<file path="src/rtl/mmio_input_pkg.sv">
// Shared definitions for the memory-mapped input bank.
// Holds the register offsets inside the 16-word window, the edge counter
// width with its saturation value, and a helper that sizes the CNT_SEL field.
package mmio_input_pkg;

  localparam logic [3:0] OFF_LEVEL   = 4'd0;
  localparam logic [3:0] OFF_RISE    = 4'd1;
  localparam logic [3:0] OFF_FALL    = 4'd2;
  localparam logic [3:0] OFF_OUT     = 4'd3;
  localparam logic [3:0] OFF_IRQ_EN  = 4'd4;
  localparam logic [3:0] OFF_CNT_SEL = 4'd5;
  localparam logic [3:0] OFF_CNT     = 4'd6;

  localparam int WINDOW = 16;

  localparam int              CNT_W   = 16;
  localparam logic [CNT_W-1:0] CNT_MAX = '1;

  // A single channel still needs a one-bit select field.
  function automatic int sel_width(input int n);
    return (n > 1) ? $clog2(n) : 1;
  endfunction

endpackage

</file>
<file path="src/rtl/mmio_input_bank_if.sv">
// Data-memory bus slice seen by the input bank.
//   wren  : write enable          addr  : word address
//   wdata : write data            rdata : registered read data
//   hit   : registered, rdata comes from this block (RAM/IO mux select)
interface mmio_input_bank_if #(
  parameter int ADDR_W = 12
);
  logic              wren;
  logic [ADDR_W-1:0] addr;
  logic [31:0]       wdata;
  logic [31:0]       rdata;
  logic              hit;

  modport master (output wren, output addr, output wdata, input rdata, input hit);
  modport slave  (input wren, input addr, input wdata, output rdata, output hit);
endinterface

</file>
<file path="src/rtl/input_debouncer.sv">
// One input channel: two-flop synchroniser, stability counter and the
// accepted LEVEL flop.
//   clock, reset : system clock, synchronous active-low reset
//   in_raw       : asynchronous external input
//   level        : debounced level
//   rise_pulse   : high in the cycle whose edge moves level 0->1
//   fall_pulse   : high in the cycle whose edge moves level 1->0
module input_debouncer #(
  parameter int DEB_W      = 16,
  parameter int DEB_CYCLES = 1000
) (
  input  logic clock,
  input  logic reset,
  input  logic in_raw,
  output logic level,
  output logic rise_pulse,
  output logic fall_pulse
);

  localparam logic [DEB_W-1:0] CNT_LAST = DEB_W'(DEB_CYCLES - 1);

  logic             sync_p0;
  logic             sync_p1;
  logic [DEB_W-1:0] deb_cnt;
  logic             flip;

  // The last required differing sample: level toggles on this edge.
  assign flip       = (sync_p1 != level) && (deb_cnt == CNT_LAST);
  assign rise_pulse = flip & ~level;
  assign fall_pulse = flip & level;

  always_ff @(posedge clock) begin
    if (!reset) begin
      sync_p0 <= 1'b0;
      sync_p1 <= 1'b0;
      deb_cnt <= '0;
      level   <= 1'b0;
    end else begin
      // stage p0 -> p1: metastability filter
      sync_p0 <= in_raw;
      sync_p1 <= sync_p0;
      // stage p1 -> level: stability qualification
      if (sync_p1 == level) begin
        deb_cnt <= '0;
      end else if (flip) begin
        deb_cnt <= '0;
        level   <= ~level;
      end else begin
        deb_cnt <= deb_cnt + DEB_W'(1);
      end
    end
  end

endmodule

</file>
<file path="src/rtl/mmio_input_bank.sv">
// Memory-mapped bank of N_IN debounced inputs and an N_OUT-bit output register.
// Sticky RISE/FALL flags, saturating 16-bit rising-edge counters per channel,
// maskable interrupt. Reads return one cycle after the address, like the RAM.
//   clock, reset : system clock, synchronous active-low reset
//   in_raw       : asynchronous external inputs
//   out          : output register contents
//   irq          : OR of (RISE|FALL) & IRQ_EN
//   bus          : data-memory bus slave (wren/addr/wdata/rdata/hit)
module mmio_input_bank
  import mmio_input_pkg::*;
#(
  parameter int                N_IN       = 8,
  parameter int                N_OUT      = 1,
  parameter int                ADDR_W     = 12,
  parameter logic [ADDR_W-1:0] BASE_ADDR  = 12'hF00,
  parameter int                DEB_W      = 16,
  parameter int                DEB_CYCLES = 1000
) (
  input  logic             clock,
  input  logic             reset,
  input  logic [N_IN-1:0]  in_raw,
  output logic [N_OUT-1:0] out,
  output logic             irq,
  mmio_input_bank_if.slave bus
);

  localparam int SEL_W = sel_width(N_IN);

  logic [N_IN-1:0]       level;
  logic [N_IN-1:0]       rise_pulse;
  logic [N_IN-1:0]       fall_pulse;
  logic [N_IN-1:0]       rise_q;
  logic [N_IN-1:0]       fall_q;
  logic [N_IN-1:0]       irq_en_q;
  logic [SEL_W-1:0]      cnt_sel_q;
  logic [N_IN*CNT_W-1:0] cnt_q;

  logic [ADDR_W-1:0]     off_full;
  logic [3:0]            off;
  logic                  in_win;
  logic                  wr;
  logic [N_IN-1:0]       rise_w1c;
  logic [N_IN-1:0]       fall_w1c;
  logic [CNT_W-1:0]      cnt_rd;
  logic [31:0]           rd_mux;

  for (genvar g = 0; g < N_IN; g++) begin : g_ch
    input_debouncer #(
      .DEB_W     (DEB_W),
      .DEB_CYCLES(DEB_CYCLES)
    ) u_deb (
      .clock     (clock),
      .reset     (reset),
      .in_raw    (in_raw[g]),
      .level     (level[g]),
      .rise_pulse(rise_pulse[g]),
      .fall_pulse(fall_pulse[g])
    );
  end

  // Both checks are needed: the subtraction wraps for addresses below the base.
  assign off_full = bus.addr - BASE_ADDR;
  assign in_win   = (bus.addr >= BASE_ADDR) && (off_full < ADDR_W'(WINDOW));
  assign off      = off_full[3:0];
  assign wr       = bus.wren && in_win;

  assign rise_w1c = (wr && off == OFF_RISE) ? bus.wdata[N_IN-1:0] : '0;
  assign fall_w1c = (wr && off == OFF_FALL) ? bus.wdata[N_IN-1:0] : '0;

  assign irq = |((rise_q | fall_q) & irq_en_q);

  // A CNT_SEL that matches no channel selects nothing: reads 0, clears ignored.
  always_comb begin
    cnt_rd = '0;
    for (int i = 0; i < N_IN; i++) begin
      if (32'(cnt_sel_q) == 32'(i)) cnt_rd = cnt_q[i*CNT_W +: CNT_W];
    end
  end

  always_comb begin
    rd_mux = '0;
    case (off)
      OFF_LEVEL:   rd_mux = 32'(level);
      OFF_RISE:    rd_mux = 32'(rise_q);
      OFF_FALL:    rd_mux = 32'(fall_q);
      OFF_OUT:     rd_mux = 32'(out);
      OFF_IRQ_EN:  rd_mux = 32'(irq_en_q);
      OFF_CNT_SEL: rd_mux = 32'(cnt_sel_q);
      OFF_CNT:     rd_mux = 32'(cnt_rd);
      default:     rd_mux = '0;
    endcase
  end

  always_ff @(posedge clock) begin
    if (!reset) begin
      rise_q    <= '0;
      fall_q    <= '0;
      irq_en_q  <= '0;
      cnt_sel_q <= '0;
      cnt_q     <= '0;
      out       <= '0;
      bus.rdata <= '0;
      bus.hit   <= 1'b0;
    end else begin
      // New edge events are OR-ed in after the clear so they are never lost.
      rise_q <= (rise_q & ~rise_w1c) | rise_pulse;
      fall_q <= (fall_q & ~fall_w1c) | fall_pulse;

      if (wr && off == OFF_OUT)     out       <= bus.wdata[N_OUT-1:0];
      if (wr && off == OFF_IRQ_EN)  irq_en_q  <= bus.wdata[N_IN-1:0];
      if (wr && off == OFF_CNT_SEL) cnt_sel_q <= bus.wdata[SEL_W-1:0];

      for (int i = 0; i < N_IN; i++) begin
        if (wr && off == OFF_CNT && 32'(cnt_sel_q) == 32'(i)) begin
          // A rise in the clearing cycle counts as the first edge.
          cnt_q[i*CNT_W +: CNT_W] <= CNT_W'(rise_pulse[i]);
        end else if (rise_pulse[i] && cnt_q[i*CNT_W +: CNT_W] != CNT_MAX) begin
          cnt_q[i*CNT_W +: CNT_W] <= cnt_q[i*CNT_W +: CNT_W] + CNT_W'(1);
        end
      end

      // read stage boundary: data sampled before this edge's writes
      bus.rdata <= in_win ? rd_mux : '0;
      bus.hit   <= in_win;
    end
  end

endmodule

</file>
<file path="src/flat_wrapper.sv">
// flat-port wrapper written by rule: the top's interface ports become plain ports
module mmio_input_bank_flat import mmio_input_pkg::*;
#(
  parameter int                N_IN       = 8,
  parameter int                N_OUT      = 1,
  parameter int                ADDR_W     = 12,
  parameter logic [ADDR_W-1:0] BASE_ADDR  = 12'hF00,
  parameter int                DEB_W      = 16,
  parameter int                DEB_CYCLES = 1000
)
  (clock, reset, in_raw, out, irq, bus_wren, bus_addr, bus_wdata, bus_rdata, bus_hit);
  mmio_input_bank_if #(.ADDR_W(ADDR_W)) bus_i ();
  input  logic clock;
  input  logic reset;
  input  logic [N_IN-1:0] in_raw;
  output logic [N_OUT-1:0] out;
  output logic irq;
  input wire logic [$bits(bus_i.wren)-1:0] bus_wren;
  input wire logic [$bits(bus_i.addr)-1:0] bus_addr;
  input wire logic [$bits(bus_i.wdata)-1:0] bus_wdata;
  output wire logic [$bits(bus_i.rdata)-1:0] bus_rdata;
  output wire logic [$bits(bus_i.hit)-1:0] bus_hit;
  assign bus_i.wren = bus_wren;
  assign bus_i.addr = bus_addr;
  assign bus_i.wdata = bus_wdata;
  assign bus_rdata = bus_i.rdata;
  assign bus_hit = bus_i.hit;
  mmio_input_bank #(.N_IN(N_IN), .N_OUT(N_OUT), .ADDR_W(ADDR_W), .BASE_ADDR(BASE_ADDR), .DEB_W(DEB_W), .DEB_CYCLES(DEB_CYCLES)) u_core (.clock(clock), .reset(reset), .in_raw(in_raw), .out(out), .irq(irq), .bus(bus_i));
endmodule
</file>
<file path="config.mk">
export PLATFORM = sky130hd
export DESIGN_NAME = mmio_input_bank_flat
export DESIGN_NICKNAME = d
export VERILOG_FILES = /design/src/rtl/mmio_input_pkg.sv /design/src/rtl/mmio_input_bank_if.sv /design/src/rtl/input_debouncer.sv /design/src/rtl/mmio_input_bank.sv /design/src/flat_wrapper.sv
export SDC_FILE = /design/constraint.sdc
export NUM_CORES = 1
export LEC_CHECK = 0
export BUFFER_PORTS_ARGS = -buffer_cell sky130_fd_sc_hd__buf_2
export CAP_MARGIN = 20
export CORE_ASPECT_RATIO = 0.6
export CORE_MARGIN = 3
export CORE_UTILIZATION = 56
export DETAILED_ROUTE_END_ITERATION = 8
export PLACE_DENSITY = 0.76
export SKIP_LAST_GASP = 1
export SLEW_MARGIN = 20
export SYNTH_ARGS = -nofsm -noshare
export SYNTH_HDL_FRONTEND = slang
export SYNTH_HIERARCHICAL = 1
export SYNTH_SLANG_ARGS = --single-unit
</file>
<file path="constraint.sdc">
create_clock -name clock -period 2.66 [get_ports clock]
set_clock_uncertainty 0.1 [all_clocks]
set_input_delay 0.133 -clock clock [delete_from_list [all_inputs] [get_ports clock]]
set_output_delay 0.133 -clock clock [all_outputs]
set_load 0.02 [all_outputs]
</file>
==> results of run 1 <==
-- through the flow --
step	setup WS, ns	instance area [µm²]	util [%]	total power, mW	cells
finish	0.0583	19300	68.4	10.0	2454
global placement	-0.142	17500	62.1	5.19	2362
CTS	0.00950	19000	67.3	10.1	2447
global route	-0.0543	19300	68.4	10.3	2454
floorplan	0.0115	16500	-	5.14	1932
detailed placement	-0.278	17500	62.1	5.20	2362
-- worst min-delay path: stages --
cell and delay [ns]:
sky130_fd_sc_hd__buf_2 0.10, sky130_fd_sc_hd__nand4_1 0.19, sky130_fd_sc_hd__nor4_4 0.09, sky130_fd_sc_hd__nand2_1 0.07
sky130_fd_sc_hd__a21oi_1 0.06
-- path summary, 6_finish.rpt --
kind                                         startpoint                                      end  depth (start not counted)
min reg2reg     u_core/g_ch[7].u_deb/sync_p0$_SDFF_PN0_  u_core/g_ch[7].u_deb/sync_p1$_SDFF_PN0_                          1
min                                        bus_addr[11]           u_core/cnt_q[112]$_SDFFE_PN0P_                          5
max                                         bus_addr[5]            u_core/cnt_q[89]$_SDFFE_PP0P_                          9
max reg2reg  u_core/g_ch[1].u_deb/deb_cnt[1]$_SDFF_PP0_            u_core/cnt_q[24]$_SDFFE_PP0P_                         11
-- cells in the mapped netlist (all sizes together) (37+ instances only) --
cell   number
and2       58
and4       37
buf        63
nor3       56
xor2      121
a21oi      76
nand3      91
nand4     101
nor2      258
nor4       38
xnor2      67
inv        40
dfxtp     325
o21ai      69
nand2     133
-- state kept, by name, summed over array words and instances, names as in the netlist --
register,cells
u_core/bus.rdata,16
u_core/rise_q,8
u_core/cnt_q,128
u_core/bus.hit,1
u_core/g_ch.u_deb/deb_cnt,128
u_core/cnt_sel_q,3
u_core/fall_q,8
u_core/irq_en_q,8
u_core/g_ch.u_deb/sync_p0,8
u_core/g_ch.u_deb/level,8
u_core/g_ch.u_deb/sync_p1,8
u_core/out,1
-- kinds of logic after synthesis --
family                     Yosys count
xor gates and xnor gates           188
DFF                                325
muxes                               59
AOI/OAI and AO/OA                  289
and+or+nand+nor                    904
adders and majority gates           16
buffers and inverters              135
other                                1
-- area by class of cell --
class | instances | area [µm²] | area share, %
clock inverters | 18 | 253 | 1.31
flip-flops and latches | 325 | 6520 | 33.8
multi-input cells | 1472 | 9620 | 49.9
repair buffers | 189 | 1380 | 7.16
well taps | 367 | 459 | 2.38
diodes | 3 | 7.51 | 0.0390
inverters | 40 | 150 | 0.779
clock buffers | 40 | 880 | 4.57
-- routing by layer --
layer	track usage (%)	vias to the layer above
met5	0	-
met4	5.57	0
met3	6.58	80
met2	38.1	687
met1	42.2	7040
li1	-	7161
-- timing repair --
item	CTS	global route
hold buffers	25	0
endpoints found under the setup margin	22	68
hold endpoints to repair	39	0
pin swaps	2	15
gates resized for setup	12	57
setup buffers	2	4
-- power groups by stage --
stage	clock [mW]	combinational [mW]	sequential, mW
after floorplan	0	0.140	5.00
after global placement	0	0.197	5.00
after detailed placement	0	0.200	5.00
after CTS	4.97	0.231	4.89
after global routing	5.18	0.254	4.88
final	4.90	0.236	4.89
==> impl_table.tex, run 1 <==
\begin{tabular}{lr}
\hline
Metric & Value \\
\hline
\multicolumn{2}{l}{\textbf{GRT}} \\
\quad Number of global-route vias before repair & 13297 \\
\quad Global-route usage over all layers & 27.2\% \\
\quad Largest net degree at the start of global routing & 36 \\
\quad Initial antenna violation count & 3 \\
\quad First-pass GRT wire length & 70700 µm \\
\quad GRT overflow & 0 \\
\multicolumn{2}{l}{\textbf{Timing}} \\
\quad Max-slew violation count & 0 \\
\quad Final setup violating endpoints & 0 \\
\quad Accumulated negative setup slack & 0 ns \\
\quad Final cycle utilization of the critical path & 97.8\% \\
\quad Peak Freq & 384 MHz \\
\quad Worst relative slew slack & 45.5\% \\
\quad Hold Worst Slack & 0.0209 ns \\
\quad Number of hold violations in the final report & 0 \\
\quad Slew at the pin closest to its max-slew limit & 0.810 ns \\
\quad Final worst path period need & 2.60 ns \\
\quad Unrepaired setup endpoints after global routing & yes \\
\multicolumn{2}{l}{\textbf{Setup path}} \\
\quad Register-to-register path setup slack & 0.12 ns \\
\quad Cell seen most often among critical-path stages & sky130\_fd\_sc\_hd\_\_dlygate4sd3\_1 \\
\quad Data arrival time at the worst-slack endpoint & 2.95 ns \\
\quad Cell with the biggest individual delay on the critical path & sky130\_fd\_sc\_hd\_\_dlygate4sd3\_1 \\
\quad Crit path largest cell delay & 0.66 ns \\
\quad Kind of start point of the critical path & input port \\
\quad Buf+Inv Stages, Crit Path & 4 \\
\quad Sequence of cells on the critical path & dlygate4sd3\_1 > buf\_2 > nor4\_4 > dlygate4sd3\_1 > nand2\_2 > o41ai\_4 > buf\_6 > o21bai\_1 > a31oi\_1 \\
\quad Crit Path Class & input port to register \\
\quad Setup crit end kind & register \\
\quad Family with the most delay on the worst path & buffers and inverters \\
\quad Maximum fanout encountered on the critical timing path & 15 \\
\quad Required time of the critical path & 3.01 ns \\
\multicolumn{2}{l}{\textbf{Yosys}} \\
\quad Yosys synthesis warning count & 6 \\
\quad Post-synth top area cell & sky130\_fd\_sc\_hd\_\_dfxtp\_1 \\
\quad Compound-gate portion of the synthesized area & 11.5\% \\
\quad Share of the yosys chip area belonging to registers & 39.7\% \\
\quad Adder-cell share of the synthesized area & 1.22\% \\
\quad Multiplexer share of the synthesized area & 3.87\% \\
\quad Simple-gate area share of the yosys netlist & 29.7\% \\
\quad Top\_reg\_cell synth & sky130\_fd\_sc\_hd\_\_dfxtp\_1 \\
\quad Count of cell types in the netlist & 83 \\
\quad Fraction of registers with async set/reset & 0\% \\
\quad Average cell area after synthesis & 8.56 µm² \\
\quad Synthesized instance count & 1917 \\
\quad Post-synthesis share of cell area spent on xor and xnor gates & 10.0\% \\
\quad Number of synthesized flops with an enable pin & 0 \\
\quad Yosys top cell area share & 39.7\% \\
\quad Main combinational cell family by area after synthesis & simple AND/OR/NAND/NOR gates \\
\quad Netlist area before placement & 16400 µm² \\
\quad Total of flip-flops plus latches after synthesis & 325 \\
\quad Largest cells by area after synthesis & sky130\_fd\_sc\_hd\_\_dfxtp\_1, sky130\_fd\_sc\_hd\_\_xor2\_1, sky130\_fd\_sc\_hd\_\_nor2\_1 \\
\multicolumn{2}{l}{\textbf{Clock tree}} \\
\quad Maximum count of clock buffers along a single path & 3 \\
\quad TritonCTS Buffers & 31 \\
\quad Clock tree from TritonCTS & yes \\
\quad Clock slew at the register clock pins of the worst setup and hold paths & 0.07 ns \\
\quad H-Tree Level Count & 1 \\
\quad Root Driver & sky130\_fd\_sc\_hd\_\_clkbuf\_16 \\
\quad Worst-skew pair later-pin latency & 0.58 ns \\
\quad TritonCTS Sinks & 325 \\
\multicolumn{2}{l}{\textbf{Finish}} \\
\quad Most frequent standard cell in the layout excluding fill and tap cells & sky130\_fd\_sc\_hd\_\_dfxtp\_1 \\
\quad Share of post-route cells with drive strength above 1 & 16.7\% \\
\quad Area grow syn2layout & 17.4\% \\
\quad Most frequent cells in the layout & sky130\_fd\_sc\_hd\_\_dfxtp\_1, sky130\_fd\_sc\_hd\_\_nor2\_1, sky130\_fd\_sc\_hd\_\_nand2\_1, sky130\_fd\_sc\_hd\_\_xor2\_1, sky130\_fd\_sc\_hd\_\_buf\_4 \\
\quad Total number of nets in the final design & 2130 \\
\quad Layout filler cell count & 2181 \\
\multicolumn{2}{l}{\textbf{Floorplan}} \\
\quad Die area & 31500 µm² \\
\quad Die Height & 139 µm \\
\quad Width of the die & 227 µm \\
\quad Total core area & 28200 µm² \\
\quad Initial core utilization & 58.3\% \\
\quad Num rows & 47 \\
\quad Io pins & 90 \\
\multicolumn{2}{l}{\textbf{Route}} \\
\quad Count of nets left with antenna violations after detail routing & 0 \\
\quad Wire length on met3 & 4520 µm \\
\quad Count of routing violations after the opening detailed-route iteration & 2022 \\
\quad M1 wire length & 20800 µm \\
\quad \# DRC & 0 \\
\quad Via Count & 14968 \\
\quad DR vias/cell & 6.10 \\
\quad Wirelength per Cell & 18.2 µm \\
\quad Total iterations of the first detailed-routing run & 6 \\
\quad Routed length on met2 & 18600 µm \\
\quad Total wirelength of the detailed-routed design & 44800 µm \\
\quad Uppermost layer routed & met4 \\
\multicolumn{2}{l}{\textbf{Power and ir drop}} \\
\quad Cell area power density & 520 nW/µm² \\
\quad Worst voltage drop across the vdd grid & 0.490 mV \\
\quad Net switching component of the power & 2.15 mW \\
\quad Combinational fraction of design power & 2.4\% \\
\quad Switch share & 21.4\% \\
\quad Static leakage & 6.84 nW \\
\quad Share of total power in the clock network & 48.9\% \\
\quad Power share of the sequential group & 48.8\% \\
\quad Cell-internal power & 7.87 mW \\
\multicolumn{2}{l}{\textbf{Placement}} \\
\quad Port Buffer Count & 49 \\
\quad Detailed-placement wirelength estimate & 32100 µm \\
\quad Routability Congestion & 1.00 \\
\multicolumn{2}{l}{\textbf{Run}} \\
\quad Max-capacitance violation count & 0 \\
\multicolumn{2}{l}{\textbf{Outcome}} \\
\quad Outcome & finished clean \\
\multicolumn{2}{l}{\textbf{Hold path}} \\
\quad Worst hold path class & input port to register \\
\hline
\end{tabular}
(Power assumes the default switching activity.)
==> inputs of run 2 (changes only) <==
--- a/config.mk
+++ b/config.mk
@@ -5,13 +5,13 @@
 export SDC_FILE = /design/constraint.sdc
 export NUM_CORES = 1
 export LEC_CHECK = 0
-export BUFFER_PORTS_ARGS = -buffer_cell sky130_fd_sc_hd__buf_2
 export CAP_MARGIN = 20
 export CORE_ASPECT_RATIO = 0.6
 export CORE_MARGIN = 3
-export CORE_UTILIZATION = 56
+export CORE_UTILIZATION = 58
 export DETAILED_ROUTE_END_ITERATION = 8
-export PLACE_DENSITY = 0.76
+export DONT_BUFFER_PORTS = 1
+export PLACE_DENSITY = 0.75
 export SKIP_LAST_GASP = 1
 export SLEW_MARGIN = 20
 export SYNTH_ARGS = -nofsm -noshare
==> run 2 against run 1 <==
  * Register-to-register slack worse by 0.08 ns
  * Setup slack worse by 0.021 ns
  * Die area down 3.3%
  * Critical path type is now register to register
  * Largest cell class unchanged
==> impl_table.tex, run 2 (synthesized netlist as in run 1, its figures left out) <==
\begin{tabular}{lr}
\hline
Metric & Value \\
\hline
\multicolumn{2}{l}{\textbf{Placement}} \\
\quad Routability Congestion & 0.970 \\
\quad Detailed-placement wirelength estimate & 31600 µm \\
\quad Port Buffer Count & 0 \\
\quad Post-Place Cells & 2320 \\
\multicolumn{2}{l}{\textbf{Clock tree}} \\
\quad Clock tree from TritonCTS & yes \\
\quad Clock slew at the register clock pins of the worst setup and hold paths & 0.06 ns \\
\quad H-Tree Level Count & 1 \\
\quad TritonCTS Sinks & 325 \\
\quad TritonCTS Buffers & 31 \\
\quad Root Driver & sky130\_fd\_sc\_hd\_\_clkbuf\_16 \\
\quad Worst-skew pair later-pin latency & 0.58 ns \\
\quad Maximum count of clock buffers along a single path & 3 \\
\multicolumn{2}{l}{\textbf{Route}} \\
\quad Count of nets left with antenna violations after detail routing & 0 \\
\quad Count of routing violations after the opening detailed-route iteration & 2076 \\
\quad Total wirelength of the detailed-routed design & 45900 µm \\
\quad Wirelength per Cell & 18.8 µm \\
\quad Total iterations of the first detailed-routing run & 7 \\
\quad \# DRC & 0 \\
\quad Via Count & 14895 \\
\quad DR vias/cell & 6.12 \\
\multicolumn{2}{l}{\textbf{Floorplan}} \\
\quad Io pins & 90 \\
\quad Total core area & 27700 µm² \\
\quad Initial core utilization & 59.2\% \\
\quad Die area & 30400 µm² \\
\quad Die Height & 136 µm \\
\quad Num rows & 47 \\
\quad Width of the die & 223 µm \\
\multicolumn{2}{l}{\textbf{Finish}} \\
\quad Final design utilization & 69.9\% \\
\quad Largest registers & u\_core/cnt\_q x128, u\_core/g\_ch.u\_deb/deb\_cnt x128, u\_core/bus.rdata x16 \\
\quad Flip-flop and latch area & 6510 µm² \\
\quad Most frequent cells in the layout & sky130\_fd\_sc\_hd\_\_dfxtp\_1, sky130\_fd\_sc\_hd\_\_nor2\_1, sky130\_fd\_sc\_hd\_\_nand2\_1, sky130\_fd\_sc\_hd\_\_buf\_4, sky130\_fd\_sc\_hd\_\_xor2\_1 \\
\quad Total number of nets in the final design & 2114 \\
\quad Area of combinational cells with multiple inputs & 9670 µm² \\
\quad Share of post-route cells with drive strength above 1 & 15.4\% \\
\quad Layout filler cell count & 2142 \\
\quad Final cell count without fillers & 2434 \\
\quad Area grow syn2layout & 18.0\% \\
\quad Most frequent standard cell in the layout excluding fill and tap cells & sky130\_fd\_sc\_hd\_\_dfxtp\_1 \\
\multicolumn{2}{l}{\textbf{GRT}} \\
\quad Number of global-route vias before repair & 13354 \\
\quad GRT overflow & 0 \\
\quad Global-route usage over all layers & 28.9\% \\
\quad Largest net degree at the start of global routing & 63 \\
\quad First-pass GRT wire length & 72200 µm \\
\quad Initial antenna violation count & 1 \\
\multicolumn{2}{l}{\textbf{Power and ir drop}} \\
\quad Static leakage & 6.81 nW \\
\quad Worst voltage drop across the vdd grid & 0.525 mV \\
\quad Cell area power density & 515 nW/µm² \\
\multicolumn{2}{l}{\textbf{Setup path}} \\
\quad Crit path launch & u\_core/g\_ch[1].u\_deb/deb\_cnt[3]\$\_SDFF\_PP0\_ \\
\quad Depth of the worst register-to-register path & 9 \\
\quad Kind of start point of the critical path & register \\
\quad Destination of the critical timing path & u\_core/cnt\_q[31]\$\_SDFFE\_PP0P\_ \\
\quad Required time of the critical path & 2.99 ns \\
\quad Launch instance of the worst register-to-register path & u\_core/g\_ch[1].u\_deb/deb\_cnt[3]\$\_SDFF\_PP0\_ \\
\quad Setup crit end kind & register \\
\quad Data arrival time at the worst-slack endpoint & 2.95 ns \\
\quad Maximum fanout encountered on the critical timing path & 6 \\
\quad Register-to-register path setup slack & 0.04 ns \\
\quad Crit Path Class & register to register \\
\quad End of the worst register-to-register path & u\_core/cnt\_q[31]\$\_SDFFE\_PP0P\_ \\
\multicolumn{2}{l}{\textbf{Timing}} \\
\quad Max-slew violation count & 0 \\
\quad Unrepaired setup endpoints after global routing & yes \\
\quad Slew at the pin closest to its max-slew limit & 0.893 ns \\
\quad Worst relative slew slack & 39.9\% \\
\quad Number of hold violations in the final report & 0 \\
\quad Final worst path period need & 2.62 ns \\
\quad Final cycle utilization of the critical path & 98.6\% \\
\quad Final setup violating endpoints & 0 \\
\quad Peak Freq & 381 MHz \\
\quad Accumulated negative setup slack & 0 ns \\
\multicolumn{2}{l}{\textbf{Run}} \\
\quad Max-capacitance violation count & 0 \\
\multicolumn{2}{l}{\textbf{Hold path}} \\
\quad Worst hold path class & input port to register \\
\multicolumn{2}{l}{\textbf{Outcome}} \\
\quad Outcome & finished clean \\
\hline
\end{tabular}
-- run 2: changes by cell type in the layout (fill, tap and decap cells not counted), sizes merged --
cell / before / now
bufinv: 6 / 5
buf: 164 / 131
clkinv: 9 / 4
inv: 41 / 40
dlygate4sd3: 25 / 41
clkbuf: 40 / 45
dlymetal6s4s: 0 / 1
diode: 3 / 1
-- run 2: critical path, cell delays in order, from the launching register on --
cell                      delay [ns]
sky130_fd_sc_hd__dfxtp_2        0.34
sky130_fd_sc_hd__nor4b_4        0.29
sky130_fd_sc_hd__buf_4          0.15
sky130_fd_sc_hd__nand4_1        0.13
sky130_fd_sc_hd__and2b_2        0.27
sky130_fd_sc_hd__nor2b_4        0.19
sky130_fd_sc_hd__nand3_2        0.09
sky130_fd_sc_hd__or3_4          0.40
sky130_fd_sc_hd__o41ai_1        0.39
sky130_fd_sc_hd__a21oi_2        0.10
-- run 2: area by class of cell --
type / instances / area share, %
Tap cell: 367 / 2.37
Multi-Input combinational cell: 1472 / 49.9
Antenna cell: 1 / 0.0129
Timing Repair Buffer: 173 / 7.46
Clock buffer: 45 / 4.85
Clock inverter: 11 / 0.956
Sequential cell: 325 / 33.6
Inverter: 40 / 0.775
-- run 2: through the flow --
stage	cell area (µm²)	power (mW)	worst slack [ns]	hold slack (ns)
global placement	17300	5.13	-0.244	0.135
global route	19400	10.2	-0.0362	0.0503
finish	19400	9.98	0.0377	0.0203
CTS	18900	10.0	-0.0395	0.00802
floorplan	16500	5.14	0.0115	0.134
detailed placement	17300	5.13	-0.203	0.139
-- run 2: repair_timing --
item,in CTS,in global routing
hold endpoints to repair,216,15
resized for setup,17,64
setup endpoints to repair,20,75
hold buffers,43,1
setup buffers,0,14
pin swaps,0,19
gates cloned,0,0
-- run 2: metal layers --
metal	part of all wire [%]	vias up	GRT usage [%]
met5	0.028	-	0
met1	46	6993	43.3
met4	2.5	2	7.44
li1	-	7123	-
met3	11	98	7.68
met2	41	679	40.8
-- run 2: worst min path at each step --
stage	startpoint	to	cells after the start
finish	reset	u_core/cnt_q[9]$_SDFFE_PP0P_	2
detailed placement	bus_wdata[5]	u_core/rise_q[5]$_SDFF_PN0_	1
global route	bus_addr[2]	u_core/bus.rdata[7]$_SDFF_PN0_	3
floorplan	bus_wdata[7]	u_core/fall_q[7]$_SDFF_PN0_	1
global placement	bus_wdata[1]	u_core/fall_q[1]$_SDFF_PN0_	1
CTS	bus_addr[0]	u_core/bus.rdata[3]$_SDFF_PN0_	4
-- run 2: where the power goes --
group | internal [mW] | switching [mW]
clock | 2.91 | 1.96
combinational | 0.0707 | 0.146
sequential | 4.88 | 0.00840
total | 7.86 | 2.11
